<file path="config.mk">
export PLATFORM = sky130hd
export DESIGN_NAME = apb_master
export DESIGN_NICKNAME = d
export VERILOG_FILES = /design/src/rtl/apb_master.sv
export SDC_FILE = /design/constraint.sdc
export NUM_CORES = 1
export LEC_CHECK = 0
export CAP_MARGIN = 10
export CORE_MARGIN = 2
export CORE_UTILIZATION = 44
export CTS_CLUSTER_SIZE = 28
export DETAILED_ROUTE_END_ITERATION = 10
export PLACE_DENSITY = 0.85
export SLEW_MARGIN = 10
export SYNTH_ARGS = -nofsm -noshare
export SYNTH_HDL_FRONTEND = slang
export SYNTH_SLANG_ARGS = --single-unit
</file>
<file path="constraint.sdc">
create_clock -name pclk -period 3.9 [get_ports pclk]
set_input_delay 0.78 -clock pclk [delete_from_list [all_inputs] [get_ports pclk]]
set_output_delay 0.78 -clock pclk [all_outputs]
set_load 0.02 [all_outputs]
</file>
<file path="src/rtl/apb_master.sv">
// APB requester: turns single-beat valid/ready commands into APB setup/access
// transfers, with a wait-state watchdog that aborts stalled transfers.
//
// state  | meaning
// IDLE   | bus quiet, cmd_ready high, waiting for a command
// SETUP  | psel high, penable low, latched command on the bus
// ACCESS | psel and penable high, waiting for pready or watchdog expiry
module apb_master #(
    parameter int ADDR_W  = 32,
    parameter int DATA_W  = 32,
    parameter int TIMEOUT = 16
) (
    input  logic              pclk,
    input  logic              prst,
    input  logic              cmd_valid,
    output logic              cmd_ready,
    input  logic              cmd_write,
    input  logic [ADDR_W-1:0] cmd_addr,
    input  logic [DATA_W-1:0] cmd_wdata,
    output logic              rsp_valid,
    output logic [DATA_W-1:0] rsp_rdata,
    output logic              rsp_slverr,
    output logic              rsp_timeout,
    output logic              psel,
    output logic              penable,
    output logic              pwrite,
    output logic [ADDR_W-1:0] paddr,
    output logic [DATA_W-1:0] pwdata,
    input  logic [DATA_W-1:0] prdata,
    input  logic              pready,
    input  logic              pslverr
);

    typedef enum logic [1:0] {
        IDLE   = 2'd0,
        SETUP  = 2'd1,
        ACCESS = 2'd2
    } state_t;

    // Last counter value of a stalled transfer; wraps harmlessly when disabled.
    localparam logic [15:0] WAIT_LAST = 16'(TIMEOUT - 1);
    localparam bit          WDOG_EN   = (TIMEOUT != 0);

    state_t             state, state_nxt;
    logic [15:0]        wait_cnt, wait_cnt_nxt;
    logic               psel_nxt, penable_nxt, pwrite_nxt;
    logic [ADDR_W-1:0]  paddr_nxt;
    logic [DATA_W-1:0]  pwdata_nxt;
    logic               rsp_valid_nxt, rsp_slverr_nxt, rsp_timeout_nxt;
    logic [DATA_W-1:0]  rsp_rdata_nxt;

    assign cmd_ready = (state == IDLE) && !prst;

    always_ff @(posedge pclk) begin
        if (prst) begin
            state       <= IDLE;
            wait_cnt    <= '0;
            psel        <= 1'b0;
            penable     <= 1'b0;
            pwrite      <= 1'b0;
            paddr       <= '0;
            pwdata      <= '0;
            rsp_valid   <= 1'b0;
            rsp_rdata   <= '0;
            rsp_slverr  <= 1'b0;
            rsp_timeout <= 1'b0;
        end else begin
            state       <= state_nxt;
            wait_cnt    <= wait_cnt_nxt;
            psel        <= psel_nxt;
            penable     <= penable_nxt;
            pwrite      <= pwrite_nxt;
            paddr       <= paddr_nxt;
            pwdata      <= pwdata_nxt;
            rsp_valid   <= rsp_valid_nxt;
            rsp_rdata   <= rsp_rdata_nxt;
            rsp_slverr  <= rsp_slverr_nxt;
            rsp_timeout <= rsp_timeout_nxt;
        end
    end

    always_comb begin
        state_nxt       = state;
        wait_cnt_nxt    = wait_cnt;
        psel_nxt        = psel;
        penable_nxt     = penable;
        pwrite_nxt      = pwrite;
        paddr_nxt       = paddr;
        pwdata_nxt      = pwdata;
        rsp_valid_nxt   = 1'b0;
        rsp_rdata_nxt   = '0;
        rsp_slverr_nxt  = 1'b0;
        rsp_timeout_nxt = 1'b0;

        case (state)
            IDLE: begin
                if (cmd_valid && cmd_ready) begin
                    state_nxt   = SETUP;
                    psel_nxt    = 1'b1;
                    penable_nxt = 1'b0;
                    pwrite_nxt  = cmd_write;
                    paddr_nxt   = cmd_addr;
                    pwdata_nxt  = cmd_write ? cmd_wdata : '0;
                end
            end
            SETUP: begin
                state_nxt    = ACCESS;
                penable_nxt  = 1'b1;
                wait_cnt_nxt = '0;
            end
            ACCESS: begin
                if (pready || (WDOG_EN && wait_cnt == WAIT_LAST)) begin
                    state_nxt     = IDLE;
                    wait_cnt_nxt  = '0;
                    psel_nxt      = 1'b0;
                    penable_nxt   = 1'b0;
                    pwrite_nxt    = 1'b0;
                    paddr_nxt     = '0;
                    pwdata_nxt    = '0;
                    rsp_valid_nxt = 1'b1;
                    if (pready) begin
                        rsp_slverr_nxt = pslverr;
                        rsp_rdata_nxt  = (!pwrite && !pslverr) ? prdata : '0;
                    end else begin
                        rsp_slverr_nxt  = 1'b1;
                        rsp_timeout_nxt = 1'b1;
                    end
                end else if (wait_cnt != 16'hFFFF) begin
                    wait_cnt_nxt = wait_cnt + 16'd1;
                end
            end
            default: begin
                state_nxt = IDLE;
            end
        endcase
    end

endmodule
</file>
# Word level (Yosys, flattened, before mapping)
# Cells that the tools add are included.
totals:
  output_inout_bits: 103
  wordCells: 63
  in_bits: 102
  regBits: 120
op_classes:
  n_eq_ne: 7
  n_mux: 22
  n_reduce_logical: 18
  bitwise: 4
  add_sub_neg: 1
op_table:
  columns: ["cell", "count"]
  rows:
  - ["$mux W32", 4]
  - ["$pmux W32 S2", 2]
  - ["$mux W16", 2]
  - ["$pmux W16 S2", 1]
  - ["$add A16 B1 Y16 const B", 1]
  - ["$eq A16 B4 Y1 const B", 1]
  - ["$ne A16 B16 Y1 const B", 1]
  - ["$mux W1", 7]
  - ["$pmux W2 S3", 1]
  - ["$reduce_and A3 Y1", 2]
  - ["$reduce_or A5 Y1", 1]
  - ["$mux W2", 2]
  - ["$not A1 Y1", 4]
  - ["$pmux W1 S2", 2]
  - ["$reduce_and A2 Y1", 2]
  - ["$reduce_bool A2 Y1", 2]
  - ["$logic_and A1 B1 Y1", 3]
  - ["$logic_not A1 Y1", 3]
  - ["$ne A3 B3 Y1 const B", 1]
  - ["$pmux W1 S3", 1]
  - ["$reduce_bool A3 Y1", 1]
  - ["$reduce_or A3 Y1", 1]
  - ["$eq A2 B1 Y1 const B", 1]
  - ["$eq A2 B2 Y1 const B", 1]
  - ["other kinds (5)", 5]

# Logic depth before layout (Yosys ltp)
# Gate-level depths: netlist of the first run.
depth:
  ltp_word: 5
  depth_mapped: 8
  ltp_nobuf: 6

# Worst setup path after synthesis of the first run
# Ideal clock, no wire load.
synth_timing:
  kind: "input-to-reg"
  start: "input prst"
  end: "register paddr[10]"
  arrival_ps: 2209
  n_path_buf: 3
  required_time_ps: 3783
  setup_time_ps: 117
  cell_stages: 8
  path_slack_ps: 1575
  path_cell_list: "nor3_1 -> and2_1 -> buf_2 -> a21o_4 -> buf_8 -> nor2_8 -> buf_6 -> a22o_1"
synth_between:
  elab_chain_len: 5
synth_rtl:
  columns: ["item", "line", "source"]
  rows:
  - ["start: declaration", "14", "input logic prst,"]
  - ["$logic_not A1 Y1", "52", "assign cmd_ready = (state == IDLE) && !prst;"]
  - ["$logic_and A1 B1 Y1", "52", null]
  - ["$logic_and A1 B1 Y1", "97", "if (cmd_valid && cmd_ready) begin"]
  - ["$ne A2 B1 Y1 (no line)", null, null]
  - ["$reduce_and A3 Y1 (no line)", null, null]
  - ["end signal: assignment", "73", "paddr <= paddr_nxt;"]
  - ["end: declaration", "27", "output logic [ADDR_W-1:0] paddr,"]
# Several ways; a longest one is shown, not always the timed one.
# A chain may end at the register's enable or synchronous reset.

# Worst setup path after layout of the first run
layout_timing:
  start: "input prst"
  end: "output cmd_ready"
layout_between:
  elab_chain_len: 2
layout_rtl:
  columns: ["item", "line", "source"]
  rows:
  - ["$logic_not A1 Y1", "52", null]
  - ["$logic_and A1 B1 Y1", "52", null]
  - ["end: declaration", "16", "output logic cmd_ready,"]
# Every way passes these cells.

==> results of run 1 <==
[flip-flops by register name, indices dropped and copies added, names as in the netlist]
signal and flops:
rsp_slverr 1, rsp_valid 1, wait_cnt 16, psel 1, state 2, penable 1
rsp_timeout 1, pwdata 32, pwrite 1, rsp_rdata 32, paddr 32
[cells in the mapped netlist (all sizes together)]
master	number	area share (%)
o311ai	1	0.20
o22a	1	0.20
and4	2	0.41
nand4	2	0.29
ha	1	0.29
nor4b	1	0.20
a21oi	4	0.47
o21ai	33	3.8
o211ai	2	0.35
buf	12	2.5
inv	2	0.17
a211o	10	2.0
nand3	41	4.8
nor2	7	1.2
o21a	1	0.17
a21o	3	0.70
o41ai	1	0.20
nor3	15	2.1
dfxtp	120	56
a2111o	1	0.49
a41oi	1	0.20
a211oi	1	0.17
nand2	8	0.70
a41o	2	0.49
nor4	5	0.73
nor3b	1	0.17
nand2b	35	5.1
o31ai	2	0.35
or2	2	0.29
a22o	32	6.5
clkbuf	15	1.3
and2	35	5.1
and3	11	1.6
o22ai	1	0.15
nor2b	3	0.44
or3	1	0.15
[power breakdown]
group | switching, W | internal [W]
Combinational | 0.000161 | 0.000202
Clock | 0.000514 | 0.000934
Sequential | 0.0000273 | 0.00127
[cells by family after synthesis]
family | Yosys count | share of synthesized area (%)
buffers and inverters | 29 | 4.04
DFF | 120 | 55.8
and+or+nand+nor | 169 | 23.3
adders and majority gates | 1 | 0.291
AOI/OAI and AO/OA | 96 | 16.6
[final cells by class]
| class | count | area share, % |
|---|---|---|
| clock buffer | 23 | 6.58 |
| multi-input combinational | 266 | 25.0 |
| tap | 133 | 2.40 |
| clock inverter | 8 | 1.41 |
| sequential | 120 | 34.6 |
| timing repair buffer | 208 | 29.9 |
| inverter | 2 | 0.108 |
[metal layers]
metal | share of wire [%] | wire [µm] | GRT usage [%] | vias to the layer above
met5 | 0 | 0 | 2.40 | -
met4 | 2.2 | 272 | 9.62 | 0
met3 | 8.1 | 1000 | 9.56 | 22
met2 | 53 | 6520 | 41.4 | 156
met1 | 37 | 4530 | 24.4 | 1824
li1 | - | - | - | 1896
[path summary, 6_finish.rpt]
kind                             startpoint     endpoint  slack (ps)  depth (start not counted)
worst max-delay path                   prst    cmd_ready        1070                          3
worst min-delay path                   psel         psel         470                          1
worst max register to register  wait_cnt[0]  wait_cnt[1]        1650                          6
worst min register to register         psel         psel         470                          1
[worst register-to-register path, cell delays in order (launching register included)]
cell,delay [ps]
dfxtp_1,330
ha_1,260
and3_1,220
a41o_2,260
nor3_1,700
o311ai_0,290
o41ai_1,110
[per-stage QoR]
stage | hold WS [ps] | power (W) | cell area, µm²
floorplan | 458 | 0.00148 | 4300
global placement | 441 | 0.00168 | 6380
detailed placement | 446 | 0.00168 | 6380
CTS | 465 | 0.00314 | 6940
global route | 474 | 0.00323 | 6940
finish | 473 | 0.00311 | 6940
==> results.json, run 1 <==
{
  "critPathMaxStageDelay_ps": 650,
  "ant_nets": 0,
  "synth_cell_types": 47,
  "post-place-ws_ps": 1080,
  "finalClockSkew_ps": 9.58,
  "antenna_found_initial": 0,
  "finalSetupViolations": 0,
  "report.final.hold_viol_count": 0,
  "final_common_cell": "clkdlybuf4s50_1",
  "postCtsHoldBufs": 0,
  "multi_input_area_mm2": 0.00174,
  "fp.dieArea_mm2": 0.0106,
  "drtPass1Iterations": 4,
  "post-cts-setup-buffer-count": 0,
  "final_max_slew_viol_count": 0,
  "post_cts_resize_count": 0,
  "final_cell_mix": "clkdlybuf4s50_1, dfxtp_1, nand3_1, and2_1, nand2b_1",
  "design.core.area_mm2": 0.00964,
  "p_leak_nw": 2.68,
  "io_pins": 205,
  "drt_wl_total_um": 12300,
  "numCtsBuffers": 17,
  "vias": 3898,
  "syn-cell-area_mm2": 0.00430,
  "worst-path-buf-inv": 2,
  "wl_per_cell_um": 16.2,
  "initial_core_util_pct": 44.6,
  "tns_ps": 0,
  "worstPathArrival_ps": 2050,
  "grt_use_total_pct": 23.4,
  "min_period_ps": 2830,
  "synth.avg_cell_area_um2": 10.4,
  "h-tree-depth": 4,
  "viasPerCell": 5.13,
  "ys_seq_elements": 120,
  "rows": 36,
  "die_height_um": 103,
  "hp-class": "reg2reg",
  "instances_no_fill": 760,
  "syn-num-nets": 518,
  "grt_pass1_vias": 3911,
  "die_w_um": 103,
  "hpwl_um": 8650,
  "seq_area_mm2": 0.00240,
  "drt_iter0_markers": 162,
  "grt_max_degree": 67,
  "layout-drive-gt1-share_pct": 6.86,
  "start_kind": "primary input",
  "yosys_warnings": 0,
  "cp_common_cell": "clkdlybuf4s50_1",
  "crit_type": "in2out",
  "clk_pin_slew_worst_paths_ps": 50,
  "critPathTopFamily": "buffers and inverters",
  "placement.io_buffers": 204,
  "yosysSeqAreaShare_pct": 55.8,
  "path_cells": "clkdlybuf4s50_1 -> nor3_1 -> clkdlybuf4s50_1",
  "clock.fmax_mhz": 354,
  "area_delta_synth_final_pct": 61.3,
  "utilization_pct": 72.0,
  "nets": 718,
  "worstMarginPinSlew_ps": 896,
  "cpMaxStageDelayCell": "clkdlybuf4s50_1",
  "drv_cap": 0,
  "worstPathMaxFanout": 2,
  "clock_sinks": 120,
  "fin_crit_sh_pct": 72.5,
  "diodes": 0,
  "ir_drop_mv": 0.400,
  "required_ps": 3120,
  "cts_tree": "done",
  "cts_max_path_buffers": 2,
  "rsz0062_at_grt": "false",
  "setup_slack_ps": 1070,
  "crit_path_end_kind": "output port",
  "clock_latency_ps": 510,
  "slew_headroom_pct": 39.8,
  "powerDensity_mw_per_mm2": 448,
  "status": "finished clean",
  "filler_cell_count": 720,
  "grt_pass1_wl_um": 18900,
  "route.detailed.drc": 0,
  "globalplace.congestion": 0.873,
  "dp.cells": 729,
  "syn_inst": 415,
  "clock-root-buffer": "clkbuf_8",
  "grt_overflow": 0
}
No activity file was read; power rests on OpenSTA's default activity.
==> run 2: changes to the inputs <==
--- a/config.mk
+++ b/config.mk
@@ -7,10 +7,10 @@
 export LEC_CHECK = 0
 export CAP_MARGIN = 10
 export CORE_MARGIN = 2
-export CORE_UTILIZATION = 44
+export CORE_UTILIZATION = 41
 export CTS_CLUSTER_SIZE = 28
 export DETAILED_ROUTE_END_ITERATION = 10
-export PLACE_DENSITY = 0.85
+export PLACE_DENSITY = 0.79
 export SLEW_MARGIN = 10
 export SYNTH_ARGS = -nofsm -noshare
 export SYNTH_HDL_FRONTEND = slang
==> constraint.sdc (replaced) <==
create_clock -name pclk -period 2.65 [get_ports pclk]
set_input_delay 0.53 -clock pclk [delete_from_list [all_inputs] [get_ports pclk]]
set_output_delay 0.53 -clock pclk [all_outputs]
set_load 0.02 [all_outputs]
==> run 2 against run 1 <==
Against the previous run:
- critical path depth stayed put
- global-route usage down 1.5 points
- first-iteration DRC count up 40%
- clock-buffer cell count is 3 lower
- clock power is 50% higher
- die area rose by 7.0%
- sequential power increased by 47%
- cell area is 0.69% higher
- sequential cell count unchanged
- register-to-register slack got worse by 1300 ps
- critical endpoint unchanged
- largest cell class unchanged
==> results.json, run 2 (synthesized netlist as in run 1, its figures left out) <==
{
  "finalClockSkew_ps": 9.29,
  "io_pins": 205,
  "filler_cell_count": 808,
  "placement.io_buffers": 204,
  "die_w_um": 106,
  "area_delta_synth_final_pct": 62.4,
  "diodes": 0,
  "grt_use_total_pct": 21.9,
  "clock-root-buffer": "clkbuf_8",
  "multi_input_area_mm2": 0.00174,
  "fin_crit_sh_pct": 89.3,
  "fp.dieArea_mm2": 0.0113,
  "grt.busiest_layer": "met2",
  "die_height_um": 106,
  "ir_drop_mv": 0.445,
  "viasPerCell": 5.17,
  "rows": 37,
  "final_common_cell": "clkdlybuf4s50_1",
  "grt_max_degree": 66,
  "p_leak_nw": 2.71,
  "seq_power_share_pct": 41.3,
  "seq_area_mm2": 0.00240,
  "clk_pin_slew_worst_paths_ps": 50,
  "slew_headroom_pct": 34.1,
  "switching_share_pct": 23.2,
  "hp-class": "reg2reg",
  "powerDensity_mw_per_mm2": 663,
  "nets": 720,
  "route.detailed.drc": 0,
  "rrSetupSlack_ps": 340,
  "grt_pass1_vias": 3951,
  "antenna_found_initial": 0,
  "crit_type": "in2out",
  "ant_nets": 0,
  "final_cell_mix": "clkdlybuf4s50_1, dfxtp_1, nand3_1, and2_1, nand2b_1",
  "finalSetupViolations": 0,
  "netSwitchingPower_w": 0.00107,
  "grtUsageMet3_pct": 10.1,
  "clock_latency_ps": 520,
  "design.core.area_mm2": 0.0103,
  "pwr-share-comb_pct": 11.7,
  "wl_per_cell_um": 15.9,
  "clock.fmax_mhz": 423,
  "worstPathMaxFanout": 2,
  "report.final.hold_viol_count": 0,
  "tns_ps": 0,
  "hold-worst-slack_ps": 462,
  "rsz0062_at_grt": "false",
  "required_ps": 2120,
  "setup_slack_ps": 285,
  "worstMarginPinSlew_ps": 981,
  "layout-drive-gt1-share_pct": 7.78,
  "internal_power_w": 0.00355,
  "min_path_cells": 1,
  "grt_pass1_wl_um": 19400,
  "h-tree-depth": 4,
  "crit_path_end_kind": "output port",
  "hpwl_um": 8660,
  "grt_overflow": 0,
  "final_max_slew_viol_count": 0,
  "post-place-ws_ps": 95.6,
  "instances_no_fill": 766,
  "postCtsHoldBufs": 0,
  "min_period_ps": 2370,
  "dp.cells": 734,
  "post_cts_resize_count": 0,
  "drt_wl_total_um": 12200,
  "grt_util_met2_pct": 38.5,
  "initial_core_util_pct": 41.9,
  "largestRegisters": "paddr x32, pwdata x32, rsp_rdata x32",
  "drt_iter0_markers": 226,
  "globalplace.congestion": 0.889,
  "post-cts-setup-buffer-count": 0,
  "start_kind": "primary input",
  "pwr-share-clk_pct": 47.0,
  "use_met1_pct": 22.6,
  "drv_cap": 0,
  "rr_worst_depth": 6,
  "clock_sinks": 120,
  "status": "finished clean",
  "drtPass1Iterations": 5,
  "numCtsBuffers": 17,
  "cts_tree": "done",
  "vias": 3964,
  "worstPathArrival_ps": 1840,
  "cts_max_path_buffers": 2
}
run 2: changes by cell type in the layout (fill, tap and decap cells not counted):
cell	before	now
clkbuf_1	4	1
clkinv_2	3	5
buf_12	0	1
buf_4	4	5
clkinv_4	0	1
inv_6	0	1
run 2: area by class of cell:
cell class	count	share of cell area [%]
clock buffers	20	6.38
clock inverters	12	1.79
inverters	2	0.107
multi-input cells	266	24.9
flip-flops and latches	120	34.4
well taps	136	2.44
repair buffers	210	30.1
run 2: routing by layer:
metal	up-vias	share of wire [%]
met5	-	0
met4	0	2.3
met3	20	9.0
met2	194	52
met1	1861	36
li1	1889	-
run 2: final timing paths:
| kind | from | to |
|---|---|---|
| worst max-delay path | prst | cmd_ready |
| worst min-delay path | psel | psel |
| worst max register to register | wait_cnt[0] | wait_cnt[1] |
| worst min register to register | psel | psel |
run 2: critical path: stages:
cell,delay (ps)
clkdlybuf4s50_1,440
nor3_1,210
clkdlybuf4s50_1,660
run 2: stage by stage:
stage               total power, W  cell area (µm²)  utilization [%]
detailed placement         0.00249             6420             62.4
global route               0.00479             6990             68.0
floorplan                  0.00218             4300                -
CTS                        0.00467             6990             68.0
finish                     0.00463             6990             68.0
global placement           0.00248             6420             62.4
run 2: power groups by stage:
| stage | combinational (W) | sequential [W] | clock, W |
|---|---|---|---|
| 2_1_floorplan | 0.000160 | 0.00202 | 0 |
| 3_3_place_gp | 0.000532 | 0.00194 | 0 |
| 3_5_place_dp | 0.000542 | 0.00195 | 0 |
| 4_1_cts | 0.000546 | 0.00191 | 0.00222 |
| 5_1_grt | 0.000576 | 0.00192 | 0.00230 |
| 6_report | 0.000541 | 0.00191 | 0.00218 |
==> run 3: changes to the inputs <==
--- a/config.mk
+++ b/config.mk
@@ -6,7 +6,7 @@
 export NUM_CORES = 1
 export LEC_CHECK = 0
 export CAP_MARGIN = 10
-export CORE_MARGIN = 2
+export CORE_MARGIN = 3
 export CORE_UTILIZATION = 41
 export CTS_CLUSTER_SIZE = 28
 export DETAILED_ROUTE_END_ITERATION = 10
==> run 3 against run 2 <==
Against the previous run:
- combinational power about the same
- cell count down 0.13%
- clock power up 2%
- critical path depth unchanged
- largest cell class unchanged
- highest routed layer unchanged
==> results.json, run 3 (synthesized netlist as in run 1, its figures left out) <==
{
  "ant_nets": 0,
  "cts_tree": "done",
  "hpwl_um": 8710,
  "globalplace.congestion": 0.909,
  "placement.io_buffers": 204,
  "final_max_slew_viol_count": 0,
  "clock-root-buffer": "clkbuf_8",
  "postCtsHoldBufs": 0,
  "io_pins": 205,
  "crit_type": "in2out",
  "numCtsBuffers": 17,
  "filler_cell_count": 750,
  "hp-class": "reg2reg",
  "drv_cap": 0,
  "finalClockSkew_ps": 8.95,
  "area_delta_synth_final_pct": 62.9,
  "status": "finished clean",
  "drtPass1Iterations": 4,
  "vias": 3853,
  "finalSetupViolations": 0,
  "pwr-share-comb_pct": 11.6,
  "drt_iter0_markers": 174,
  "grt_use_total_pct": 20.9,
  "placed_area_mm2": 0.00643,
  "grt_pass1_wl_um": 19300,
  "seq_power_share_pct": 40.9,
  "antenna_found_initial": 0,
  "fp.dieArea_mm2": 0.0118,
  "layout-drive-gt1-share_pct": 8.23,
  "route.detailed.drc": 0,
  "rsz0062_at_grt": "false",
  "cts_max_path_buffers": 2,
  "multi_input_area_mm2": 0.00174,
  "crit_path_end_kind": "output port",
  "worst-path-buf-inv": 2,
  "clock.fmax_mhz": 426,
  "ir_drop_mv": 0.440,
  "cp_common_cell": "clkdlybuf4s50_1",
  "fin_area_mm2": 0.00701,
  "viasPerCell": 5.04,
  "required_ps": 2120,
  "critPathTopFamily": "buffers and inverters",
  "post_cts_resize_count": 0,
  "clk_pin_slew_worst_paths_ps": 60,
  "clock_sinks": 120,
  "slew_headroom_pct": 67.9,
  "clock_latency_ps": 500,
  "tns_ps": 0,
  "diodes": 0,
  "die_height_um": 108,
  "report.final.hold_viol_count": 0,
  "start_kind": "primary input",
  "worstPathMaxFanout": 2,
  "design.core.area_mm2": 0.0100,
  "worstMarginPinSlew_ps": 482,
  "fin_crit_sh_pct": 88.5,
  "largestRegisters": "paddr x32, pwdata x32, rsp_rdata x32",
  "min_period_ps": 2340,
  "final_common_cell": "clkdlybuf4s50_1",
  "drt_wl_total_um": 12200,
  "grt_max_degree": 48,
  "cpMaxStageDelayCell": "clkdlybuf4s50_1",
  "final_cell_mix": "clkdlybuf4s50_1, dfxtp_1, nand3_1, and2_1, nand2b_1",
  "die_w_um": 108,
  "h-tree-depth": 4,
  "grt_pass1_vias": 3938,
  "path_cells": "clkdlybuf4s50_1 -> nor3_1 -> clkdlybuf4s50_1",
  "critPathMaxStageDelay_ps": 650,
  "grt_overflow": 0,
  "switching_share_pct": 24.4,
  "p_leak_nw": 2.72,
  "wl_per_cell_um": 16.0,
  "utilization_pct": 70.1,
  "pwr-share-clk_pct": 47.5,
  "netSwitchingPower_w": 0.00114,
  "initial_core_util_pct": 43.0,
  "rows": 36,
  "worstPathArrival_ps": 1810,
  "powerDensity_mw_per_mm2": 666,
  "post-cts-setup-buffer-count": 0,
  "seq_area_mm2": 0.00240,
  "internal_power_w": 0.00353,
  "nets": 722
}
## run 3: worst paths after layout
check	from	end	slack (ps)	cells past startpoint
max	prst	cmd_ready	310	3
min	penable	penable	470	1
max reg2reg	wait_cnt[0]	paddr[5]	560	6
min reg2reg	penable	penable	470	1
## run 3: metal layers
metal	track usage (%)	part of all wire, %	vias up
met1	23.7	39	1790
met3	9.01	9.4	18
met4	8.30	1.6	0
met5	0	0	-
li1	-	-	1887
met2	34.8	50	158
## run 3: layout make-up
class / instances / area share [%]
clock buffers: 17 / 5.91
clock inverters: 15 / 2.39
inverters: 2 / 0.107
multi-input cells: 266 / 24.8
flip-flops and latches: 120 / 34.3
well taps: 133 / 2.37
repair buffers: 212 / 30.2
## run 3: through the flow
step	hold slack, ps	power, W	instances	worst slack, ps
6_report	472	0.00467	765	305
5_1_grt	489	0.00484	765	230
4_1_cts	476	0.00471	765	279
3_5_place_dp	454	0.00249	733	286
3_3_place_gp	436	0.00248	733	317
2_1_floorplan	458	0.00218	415	575
## run 3: power by group through the flow
stage	Sequential (W)	Clock [W]	Combinational [W]
finish	0.00191	0.00222	0.000542
global route	0.00192	0.00235	0.000576
CTS	0.00191	0.00226	0.000546
detailed placement	0.00194	0	0.000542
global placement	0.00194	0	0.000535
floorplan	0.00202	0	0.000160
